## config.mk

```make
export PLATFORM = sky130hd
export DESIGN_NAME = energy_manager
export DESIGN_NICKNAME = d
export VERILOG_FILES = /design/src/rtl/energy_manager.sv
export SDC_FILE = /design/constraint.sdc
export NUM_CORES = 1
export LEC_CHECK = 0
export BUFFER_PORTS_ARGS = -buffer_cell sky130_fd_sc_hd__buf_2
export CORE_MARGIN = 5
export CORE_UTILIZATION = 62
export DETAILED_ROUTE_END_ITERATION = 6
export PLACE_DENSITY = 0.81
export SLEW_MARGIN = 20
export SYNTH_ARGS = -nofsm -noshare
export SYNTH_HDL_FRONTEND = slang
export SYNTH_SLANG_ARGS = --single-unit
```

## constraint.sdc

```tcl
create_clock -name clk -period 2.93 [get_ports clk]
set_clock_uncertainty 0.05 [all_clocks]
set_input_delay 0.586 -clock clk [delete_from_list [all_inputs] [get_ports clk]]
set_output_delay 0.586 -clock clk [all_outputs]
set_load 0.01 [all_outputs]
```

## src/rtl/energy_manager.sv

```systemverilog
// Energy budget controller: spends energy on request, regenerates over time,
// and enforces a cooldown period after the budget is fully depleted.
module energy_manager #(
  parameter int MAX_ENERGY      = 10,
  parameter int REGEN_CYCLES    = 50_000_000,
  parameter int COOLDOWN_CYCLES = 100_000_000
) (
  input  logic        clk,
  input  logic        reset,
  input  logic        use_req,
  input  logic [3:0]  use_cost,
  input  logic        refill,
  output logic [10:0] energy,
  output logic        use_ack,
  output logic        use_deny,
  output logic        depleted,
  output logic [1:0]  level
);

  localparam logic [0:0] ST_ACTIVE   = 1'b0;
  localparam logic [0:0] ST_COOLDOWN = 1'b1;

  // Counters are 27 bits, so all cycle parameters must lie in 1..2^27-1.
  localparam logic [10:0] MAX_E      = 11'(MAX_ENERGY);
  localparam logic [26:0] REGEN_LAST = 27'(REGEN_CYCLES - 1);
  localparam logic [26:0] COOL_LAST  = 27'(COOLDOWN_CYCLES - 1);

  logic [0:0]  state_q, state_d;
  logic [10:0] energy_q, energy_d;
  logic [26:0] regen_q, regen_d;
  logic [26:0] cool_q, cool_d;
  logic        ack_q, ack_d;
  logic        deny_q, deny_d;

  logic [10:0] cost_ext;
  logic        afford;
  logic        grant;

  assign cost_ext = {7'd0, use_cost};
  assign afford   = (cost_ext <= energy_q);
  // A zero-cost request is acknowledged but does not count as a spend.
  assign grant    = use_req && (state_q == ST_ACTIVE) && afford && (use_cost != 4'd0);

  always_comb begin
    state_d  = state_q;
    energy_d = energy_q;
    regen_d  = regen_q;
    cool_d   = cool_q;
    ack_d    = 1'b0;
    deny_d   = 1'b0;

    if (refill) begin
      state_d  = ST_ACTIVE;
      energy_d = MAX_E;
      regen_d  = '0;
      cool_d   = '0;
      deny_d   = use_req;
    end else begin
      if (use_req) begin
        if ((state_q == ST_ACTIVE) && afford) ack_d = 1'b1;
        else                                  deny_d = 1'b1;
      end

      // A spend preempts regeneration on the same edge; a denial does not.
      if (grant) begin
        energy_d = energy_q - cost_ext;
        regen_d  = '0;
        if (energy_q == cost_ext) begin
          state_d = ST_COOLDOWN;
          cool_d  = '0;
        end
      end else if (state_q == ST_COOLDOWN) begin
        if (cool_q == COOL_LAST) begin
          state_d = ST_ACTIVE;
          cool_d  = '0;
          regen_d = '0;
        end else begin
          cool_d = cool_q + 27'd1;
        end
      end else if (energy_q < MAX_E) begin
        if (regen_q == REGEN_LAST) begin
          energy_d = energy_q + 11'd1;
          regen_d  = '0;
        end else begin
          regen_d = regen_q + 27'd1;
        end
      end else begin
        regen_d = '0;
      end
    end
  end

  always_ff @(posedge clk or negedge reset) begin
    if (!reset) begin
      state_q  <= ST_ACTIVE;
      energy_q <= MAX_E;
      regen_q  <= '0;
      cool_q   <= '0;
      ack_q    <= 1'b0;
      deny_q   <= 1'b0;
    end else begin
      state_q  <= state_d;
      energy_q <= energy_d;
      regen_q  <= regen_d;
      cool_q   <= cool_d;
      ack_q    <= ack_d;
      deny_q   <= deny_d;
    end
  end

  always_comb begin
    if (energy_q > 11'd6)      level = 2'd2;
    else if (energy_q > 11'd3) level = 2'd1;
    else                       level = 2'd0;
  end

  assign energy   = energy_q;
  assign use_ack  = ack_q;
  assign use_deny = deny_q;
  assign depleted = (state_q == ST_COOLDOWN);

endmodule

```

==> results of run 1 <==
path summary, 6_finish.rpt:
check,slack (ns),startpoint,endpoint
worst max-delay path,0.27,cool_q[11]$_DFFE_PN0P_,regen_q[25]$_DFFE_PN0P_
worst min-delay path,0.23,reset,cool_q[8]$_DFFE_PN0P_
worst max register to register,0.27,cool_q[11]$_DFFE_PN0P_,regen_q[25]$_DFFE_PN0P_
worst min register to register,0.46,regen_q[23]$_DFFE_PN0P_,regen_q[23]$_DFFE_PN0P_
max in group asynchronous,2.26,reset,energy[1]$_DFFE_PN1P_
min in group clk,0.46,regen_q[23]$_DFFE_PN0P_,regen_q[23]$_DFFE_PN0P_
logic make-up (layout without fill, tap and decap cells):
family / after synthesis / count (layout)
adders and majority gates: 8 / 8
AOI/OAI and AO/OA: 140 / 140
and+or+nand+nor: 223 / 223
buffers and inverters: 49 / 79
DFF: 68 / 68
xor gates and xnor gates: 3 / 3
muxes: 7 / 7
worst reg2reg max path, delay by kind of cell (launching register included):
family,cells,cell delay (ns)
flip-flops,1,0.43
AND/OR/NAND/NOR,2,1.13
buffers and inverters,1,0.29
AO/OA/AOI/OAI,2,0.65
Yosys cell counts, types with 4 or more instances:
master     n
nand4_1   19
nand3_1   43
nor4_1    15
ha_1       7
a21oi_1   14
o31ai_1   12
o211ai_1   4
nor2_1    22
a31oi_1   32
a31o_1     7
and4_1     9
a22o_1     5
or3_1     13
a21o_1     8
a41oi_1    7
dfrtp_1   66
clkbuf_1  13
and2_1     6
buf_2      8
and3_1    18
nor3_1    12
nand2_1   41
mux2i_1    7
o21ai_0   19
inv_1     20
placed cells by master (no fill, tap or decap), types with 6 or more instances in the layout:
master,instances
dfrtp_1,66
nand3_1,43
nand2_1,41
a31oi_1,31
buf_2,23
nor2_1,22
inv_1,20
nand4_1,19
o21ai_0,19
and3_1,18
buf_4,17
nor4_1,15
a21oi_1,14
or3_1,13
nor3_1,12
o31ai_1,12
clkbuf_8,10
and4_1,9
a21o_1,8
a41oi_1,7
mux2i_1,7
a31o_1,7
ha_1,7
and2_1,6
final cells by class:
| class | count | share of cell area |
|---|---|---|
| clock buffer | 10 | 0.0286 |
| clock inverter | 6 | 0.00831 |
| inverter | 21 | 0.0164 |
| multi-input combinational | 381 | 0.510 |
| sequential | 68 | 0.354 |
| tap | 96 | 0.0249 |
| timing repair buffer | 42 | 0.0587 |
where the power goes:
group	total [W]	internal, W	switching, W
registers	0.00114	0.00102	0.000124
logic	0.00128	0.000498	0.000787
clock network	0.000703	0.000328	0.000374
total	0.00313	0.00185	0.00128
per-layer routing:
metal,GRT usage,up-vias,part of all wire,routed length [um]
li1,-,1982,-,-
met1,0.360,2068,0.45,4870
met2,0.398,168,0.47,5110
met3,0.0296,18,0.060,646
met4,0.0866,0,0.013,142
met5,0,-,0,0
flip-flops by register name (all words and copies together) (netlist names):
register	count
cool_q	27
regen_q	27
use_ack	1
energy	11
use_deny	1
depleted	1
metrics by stage:
| step | total power, W | setup WS (ns) | util | cell area [um^2] |
|---|---|---|---|---|
| detailed placement | 0.00242 | 0.147 | 0.676 | 4640 |
| global placement | 0.00237 | 0.208 | 0.676 | 4640 |
| floorplan | 0.00211 | 0.396 | - | 4410 |
| CTS | 0.00311 | 0.296 | 0.702 | 4820 |
| finish | 0.00313 | 0.265 | 0.702 | 4820 |
| global route | 0.00331 | 0.161 | 0.702 | 4820 |
==> impl_metrics.prom, run 1 <==
# TYPE chip_impl_metric gauge
chip_impl_metric{name="synth_enable_flop_cells",unit=""} 0
chip_impl_metric{name="fp.dieArea",unit="um^2"} 8890
chip_impl_metric{name="postSynth.asyncResetShare",unit=""} 1.00
chip_impl_metric{name="seq_area",unit="um^2"} 1700
chip_impl_metric{name="synth-compound-area-share",unit=""} 0.230
chip_impl_metric{name="wire_per_inst",unit="um"} 17.3
chip_impl_metric{name="die-width",unit="um"} 94.3
chip_impl_metric{name="globalRoute.totalOverflow",unit=""} 0
chip_impl_info{name="crit_path_max_delay_cell_type",value="or4b_2"} 1
chip_impl_metric{name="netlist_area",unit="um^2"} 4410
chip_impl_metric{name="cts.repair_timing.setup_buffer_count",unit=""} 0
chip_impl_metric{name="maxSlewHeadroom",unit=""} 0.540
chip_impl_metric{name="sink_count",unit=""} 68
chip_impl_metric{name="worst-path-max-fanout",unit=""} 20
chip_impl_metric{name="detail_route.drc_violations",unit=""} 0
chip_impl_metric{name="post_cts_hold_buffer_count",unit=""} 0
chip_impl_info{name="netlist_top_cells_area",value="dfrtp_1 (37%), nand3_1 (4.9%), a31oi_1 (4.5%)"} 1
chip_impl_metric{name="final-instance-count-excl-fill",unit=""} 624
chip_impl_metric{name="netlist_instances",unit=""} 498
chip_impl_metric{name="placedCellCount",unit=""} 608
chip_impl_info{name="synth.largest_area_cell",value="dfrtp_1"} 1
chip_impl_metric{name="leakagePower",unit="nW"} 2.02
chip_impl_metric{name="wire_length_of_the_first_global_routing_pass",unit="um"} 18200
chip_impl_metric{name="final-setup-viol-count",unit=""} 0
chip_impl_metric{name="cts_htree_levels",unit=""} 3
chip_impl_metric{name="drtIter0Drc",unit=""} 339
chip_impl_info{name="grt_setup_unrepaired",value="false"} 1
chip_impl_info{name="synth-main-ff-cell",value="dfrtp_1"} 1
chip_impl_metric{name="synth.lib_cells_used.distinct",unit=""} 67
chip_impl_metric{name="cp_num_cells",unit=""} 5
chip_impl_info{name="criticalPathCategory",value="reg -> reg"} 1
chip_impl_info{name="cp_cell_sequence",value="or4b_2, nor4_1, a31oi_2, buf_4, a221o_1"} 1
chip_impl_metric{name="number_of_detailed_route_iterations_in_the_first_pass",unit=""} 5
chip_impl_metric{name="data_arrival_time_of_the_critical_path",unit="ns"} 2.84
chip_impl_metric{name="globalRouteTotalUtil",unit=""} 0.253
chip_impl_info{name="timing.critical_path.from_type",value="flop"} 1
chip_impl_metric{name="multi_input_combinational_cell_area",unit="um^2"} 2460
chip_impl_metric{name="cts.path.max_buffers",unit=""} 2
chip_impl_metric{name="synth_fa_ha_area_frac",unit=""} 0.0244
chip_impl_metric{name="drt.antenna.violating_nets",unit=""} 0
chip_impl_metric{name="worst-endpoint-required",unit="ns"} 3.11
chip_impl_metric{name="synth_top_area_frac",unit=""} 0.375
chip_impl_info{name="worstHoldPathType",value="in -> async"} 1
chip_impl_metric{name="irDropWorstVdd",unit="mV"} 0.601
chip_impl_metric{name="worst_pin_slew",unit="ns"} 0.689
chip_impl_metric{name="drive_gt1_frac",unit=""} 0.152
chip_impl_metric{name="syn-num-nets",unit=""} 514
chip_impl_metric{name="clk_transition_reported_paths",unit="ns"} 0.08
chip_impl_metric{name="fillerInstances",unit=""} 526
chip_impl_metric{name="place.port_buffers",unit=""} 23
chip_impl_metric{name="critical-path-max-stage-delay",unit="ns"} 0.68
chip_impl_metric{name="synth-simple-area-share",unit=""} 0.279
chip_impl_metric{name="cts_inserted_buffers",unit=""} 9
chip_impl_info{name="synth_top_family_by_area",value="simple AND/OR/NAND/NOR gates"} 1
chip_impl_metric{name="synthToLayoutAreaGrowth",unit="%"} 9.40
chip_impl_metric{name="totalNegativeSetupSlack",unit="ns"} 0
chip_impl_metric{name="drv_slew",unit=""} 0
chip_impl_info{name="critical_path.endpoint_type",value="flop"} 1
chip_impl_metric{name="number_of_vias_per_cell_after_detailed_routing",unit=""} 6.79
chip_impl_metric{name="synth_xor_xnor_area_share",unit=""} 0.00596
chip_impl_metric{name="pin_count_of_the_biggest_net_entering_global_routing",unit=""} 46
chip_impl_metric{name="finalWirelength",unit="um"} 10800
chip_impl_info{name="clock_tree_from_tritoncts",value="yes"} 1
chip_impl_info{name="critical_path.top_delay_family",value="simple AND/OR/NAND/NOR gates"} 1
chip_impl_metric{name="cap_viol_max_count",unit=""} 0
chip_impl_metric{name="num_vias",unit=""} 4236
chip_impl_metric{name="boundaryPins",unit=""} 24
chip_impl_metric{name="yosysSeqAreaShare",unit=""} 0.387
chip_impl_metric{name="synth.yosys.warnings",unit=""} 0
chip_impl_metric{name="number_of_synthesized_register_bits",unit=""} 68
chip_impl_metric{name="fp.dieH",unit="um"} 94.3
chip_impl_metric{name="synth.mux.area_fraction",unit=""} 0.0159
chip_impl_metric{name="syn_area_per_cell",unit="um^2"} 8.85
chip_impl_info{name="run_status",value="finished, final reports clean"} 1
chip_impl_metric{name="r2r.worst_path.cells",unit=""} 5
chip_impl_info{name="clockRootBuffer",value="clkbuf_8"} 1
chip_impl_metric{name="detailed_place_hpwl",unit="um"} 7390
chip_impl_metric{name="timing_hold_violations_final",unit=""} 0
chip_impl_metric{name="crit_buf_inv",unit=""} 1
chip_impl_metric{name="timing.final.crit_period",unit="ns"} 2.66
chip_impl_metric{name="min_period_over_period",unit=""} 0.909
chip_impl_metric{name="insertedDiodeCount",unit=""} 0
chip_impl_metric{name="start_util",unit=""} 0.641
chip_impl_metric{name="power_per_cell_area",unit="nW/um^2"} 650
chip_impl_metric{name="final_nets",unit=""} 539
chip_impl_metric{name="globalplace.congestion",unit=""} 0.867
chip_impl_metric{name="core.rowCount",unit=""} 30
chip_impl_metric{name="clkLatencyLatePin",unit="ns"} 0.34
chip_impl_metric{name="timing.fmax",unit="GHz"} 0.375
chip_impl_metric{name="finalHoldWorstSlack",unit="ns"} 0.228
chip_impl_metric{name="grt_antenna_before_repair",unit=""} 0
chip_impl_metric{name="coreArea",unit="um^2"} 6870
chip_impl_metric{name="grt_pass1_vias",unit=""} 3793
chip_impl_metric{name="post_cts_resized",unit=""} 0
Power figures use the tool's default switching activity.
==> run 2, diff against run 1 <==
--- a/config.mk
+++ b/config.mk
@@ -6,9 +6,10 @@
 export NUM_CORES = 1
 export LEC_CHECK = 0
 export BUFFER_PORTS_ARGS = -buffer_cell sky130_fd_sc_hd__buf_2
-export CORE_MARGIN = 5
+export CORE_MARGIN = 1
 export CORE_UTILIZATION = 62
 export DETAILED_ROUTE_END_ITERATION = 6
+export MAX_ROUTING_LAYER = met4
 export PLACE_DENSITY = 0.81
 export SLEW_MARGIN = 20
 export SYNTH_ARGS = -nofsm -noshare
==> run 2 against run 1 <==
Register-to-register slack gained 0.07 ns. Sequential share of layout area shrank 0.10 points. Count of clock-buffer cells in the layout grew 1. Via count is essentially flat. Critical path depth is the same. Cell count shrank 0.16%. Setup slack gained 0.070 ns. Maximum frequency grew 2.7%. Power shrank 0.36%. Die area shrank 16%. Hold slack lost 0.032 ns. Critical path type unchanged. Critical endpoint is now regen_q[18]$_DFFE_PN0P_. Largest power group unchanged. Highest routed layer unchanged.
==> impl_metrics.prom, run 2 (same netlist as run 1, synthesis figures left out) <==
# TYPE chip_impl_metric gauge
chip_impl_metric{name="final-instance-count-excl-fill",unit=""} 623
chip_impl_metric{name="drt.antenna.violating_nets",unit=""} 0
chip_impl_info{name="crit_path_max_delay_cell_type",value="or4b_2"} 1
chip_impl_info{name="critical_path.endpoint_type",value="flop"} 1
chip_impl_info{name="cp_cell_sequence",value="or4b_2, nor4_1, a31oi_2, buf_4, a221o_1"} 1
chip_impl_metric{name="cts_htree_levels",unit=""} 3
chip_impl_metric{name="grt_pass1_vias",unit=""} 3902
chip_impl_metric{name="globalplace.congestion",unit=""} 0.934
chip_impl_metric{name="irDropWorstVdd",unit="mV"} 0.661
chip_impl_metric{name="detailed_place_hpwl",unit="um"} 7410
chip_impl_metric{name="fp.dieArea",unit="um^2"} 7450
chip_impl_metric{name="seq_area",unit="um^2"} 1700
chip_impl_metric{name="num_vias",unit=""} 4240
chip_impl_metric{name="finalHoldWorstSlack",unit="ns"} 0.196
chip_impl_info{name="most_common_library_cell_in_the_layout_ignoring_fill_and_taps",value="dfrtp_1"} 1
chip_impl_metric{name="drtIter0Drc",unit=""} 395
chip_impl_metric{name="number_of_detailed_route_iterations_in_the_first_pass",unit=""} 5
chip_impl_metric{name="grt_antenna_before_repair",unit=""} 0
chip_impl_metric{name="cap_viol_max_count",unit=""} 0
chip_impl_info{name="criticalPathCategory",value="reg -> reg"} 1
chip_impl_metric{name="insertedDiodeCount",unit=""} 0
chip_impl_metric{name="int_pwr",unit="W"} 0.00187
chip_impl_info{name="clock_tree_from_tritoncts",value="yes"} 1
chip_impl_metric{name="clkLatencyLatePin",unit="ns"} 0.34
chip_impl_metric{name="cts.repair_timing.setup_buffer_count",unit=""} 0
chip_impl_metric{name="worst_pin_slew",unit="ns"} 0.657
chip_impl_metric{name="data_arrival_time_of_the_critical_path",unit="ns"} 2.77
chip_impl_metric{name="min_period_over_period",unit=""} 0.885
chip_impl_metric{name="worst-path-max-fanout",unit=""} 21
chip_impl_metric{name="fp.dieH",unit="um"} 86.3
chip_impl_info{name="grt_setup_unrepaired",value="false"} 1
chip_impl_metric{name="pin_count_of_the_biggest_net_entering_global_routing",unit=""} 52
chip_impl_metric{name="coreArea",unit="um^2"} 6830
chip_impl_metric{name="sink_count",unit=""} 68
chip_impl_metric{name="final-setup-viol-count",unit=""} 0
chip_impl_metric{name="clk_transition_reported_paths",unit="ns"} 0.07
chip_impl_metric{name="cts_inserted_buffers",unit=""} 9
chip_impl_metric{name="wire_length_of_the_first_global_routing_pass",unit="um"} 18700
chip_impl_metric{name="worst-endpoint-required",unit="ns"} 3.11
chip_impl_metric{name="post_cts_resized",unit=""} 0
chip_impl_metric{name="detail_route.drc_violations",unit=""} 0
chip_impl_metric{name="multi_input_combinational_cell_area",unit="um^2"} 2460
chip_impl_metric{name="start_util",unit=""} 0.645
chip_impl_metric{name="share_comb_of_total_power",unit=""} 0.416
chip_impl_metric{name="place.port_buffers",unit=""} 23
chip_impl_metric{name="leakagePower",unit="nW"} 2.03
chip_impl_metric{name="power_per_cell_area",unit="nW/um^2"} 646
chip_impl_metric{name="drv_slew",unit=""} 0
chip_impl_metric{name="synthToLayoutAreaGrowth",unit="%"} 9.71
chip_impl_metric{name="rrSetupSlack",unit="ns"} 0.34
chip_impl_metric{name="timing.fmax",unit="GHz"} 0.385
chip_impl_metric{name="boundaryPins",unit=""} 24
chip_impl_metric{name="total_switching_power",unit="W"} 0.00125
chip_impl_metric{name="maxSlewHeadroom",unit=""} 0.561
chip_impl_metric{name="clkPwrFrac",unit=""} 0.221
chip_impl_metric{name="total_power",unit="W"} 0.00312
chip_impl_metric{name="number_of_vias_per_cell_after_detailed_routing",unit=""} 6.81
chip_impl_metric{name="power_frac_seq",unit=""} 0.362
chip_impl_metric{name="utilization",unit=""} 0.708
chip_impl_metric{name="placedCellCount",unit=""} 610
chip_impl_info{name="clockRootBuffer",value="clkbuf_8"} 1
chip_impl_info{name="layout.cells.most_common_list",value="dfrtp_1 (66), nand3_1 (43), nand2_1 (41)"} 1
chip_impl_metric{name="switching_share",unit=""} 0.401
chip_impl_metric{name="finalWirelength",unit="um"} 10900
chip_impl_metric{name="drive_gt1_frac",unit=""} 0.150
chip_impl_metric{name="cts.path.max_buffers",unit=""} 2
chip_impl_metric{name="totalNegativeSetupSlack",unit="ns"} 0
chip_impl_metric{name="globalRouteTotalUtil",unit=""} 0.326
chip_impl_info{name="worstHoldPathType",value="in -> async"} 1
chip_impl_metric{name="post_cts_hold_buffer_count",unit=""} 0
chip_impl_metric{name="timing_hold_violations_final",unit=""} 0
chip_impl_metric{name="timing.final.crit_period",unit="ns"} 2.59
chip_impl_info{name="run_status",value="finished, final reports clean"} 1
chip_impl_metric{name="final_nets",unit=""} 541
chip_impl_metric{name="fillerInstances",unit=""} 552
chip_impl_metric{name="core.rowCount",unit=""} 30
chip_impl_metric{name="die-width",unit="um"} 86.3
chip_impl_metric{name="globalRoute.totalOverflow",unit=""} 0
chip_impl_info{name="timing.critical_path.from_type",value="flop"} 1
chip_impl_metric{name="critical-path-max-stage-delay",unit="ns"} 0.68
chip_impl_metric{name="wire_per_inst",unit="um"} 17.4
==> run 2: routing by layer <==
metal / routed length [um] / global-route usage / up-vias
met2: 5160 / 0.487 / 179
met1: 4850 / 0.454 / 2064
met3: 667 / 0.0467 / 23
met4: 174 / 0.118 / 0
met5: 0 / - / -
li1: - / - / 1974
==> run 2: power by group through the flow <==
stage	registers [W]	logic, W	clock network, W
floorplan	0.00116	0.000953	0
global placement	0.00114	0.00124	0
detailed placement	0.00114	0.00127	0
CTS	0.00113	0.00128	0.000701
global route	0.00114	0.00141	0.000736
finish	0.00113	0.00130	0.000690
==> run 2: stage by stage <==
| step | setup WS (ns) | instance area [um^2] |
|---|---|---|
| floorplan | 0.396 | 4410 |
| global placement | 0.244 | 4670 |
| detailed placement | 0.140 | 4670 |
| CTS | 0.344 | 4830 |
| global route | 0.227 | 4830 |
| finish | 0.336 | 4830 |
==> run 2: layout make-up <==
cell class                 count  area share
clock inverter                 2     0.00259
multi-input combinational    381       0.508
sequential                    68       0.353
clock buffer                  11      0.0313
tap                           96      0.0249
timing repair buffer          44      0.0642
inverter                      21      0.0163
==> run 2: path summary, 6_finish.rpt <==
kind,end,depth (start not counted),startpoint
setup / recovery,regen_q[18]$_DFFE_PN0P_,5,cool_q[11]$_DFFE_PN0P_
hold / removal,cool_q[10]$_DFFE_PN0P_,1,reset
setup reg to reg,regen_q[18]$_DFFE_PN0P_,5,cool_q[11]$_DFFE_PN0P_
hold reg to reg,regen_q[23]$_DFFE_PN0P_,1,regen_q[23]$_DFFE_PN0P_
max in group asynchronous,energy[3]$_DFFE_PN1P_,2,reset
min in group clk,regen_q[23]$_DFFE_PN0P_,1,regen_q[23]$_DFFE_PN0P_
==> run 2: worst max-delay path, delay by kind of cell (launching register included) <==
| family | cells | cell delay, ns |
|---|---|---|
| buffers and inverters | 1 | 0.28 |
| AOI/OAI and AO/OA | 2 | 0.62 |
| and+or+nand+nor | 2 | 1.09 |
| DFF | 1 | 0.43 |
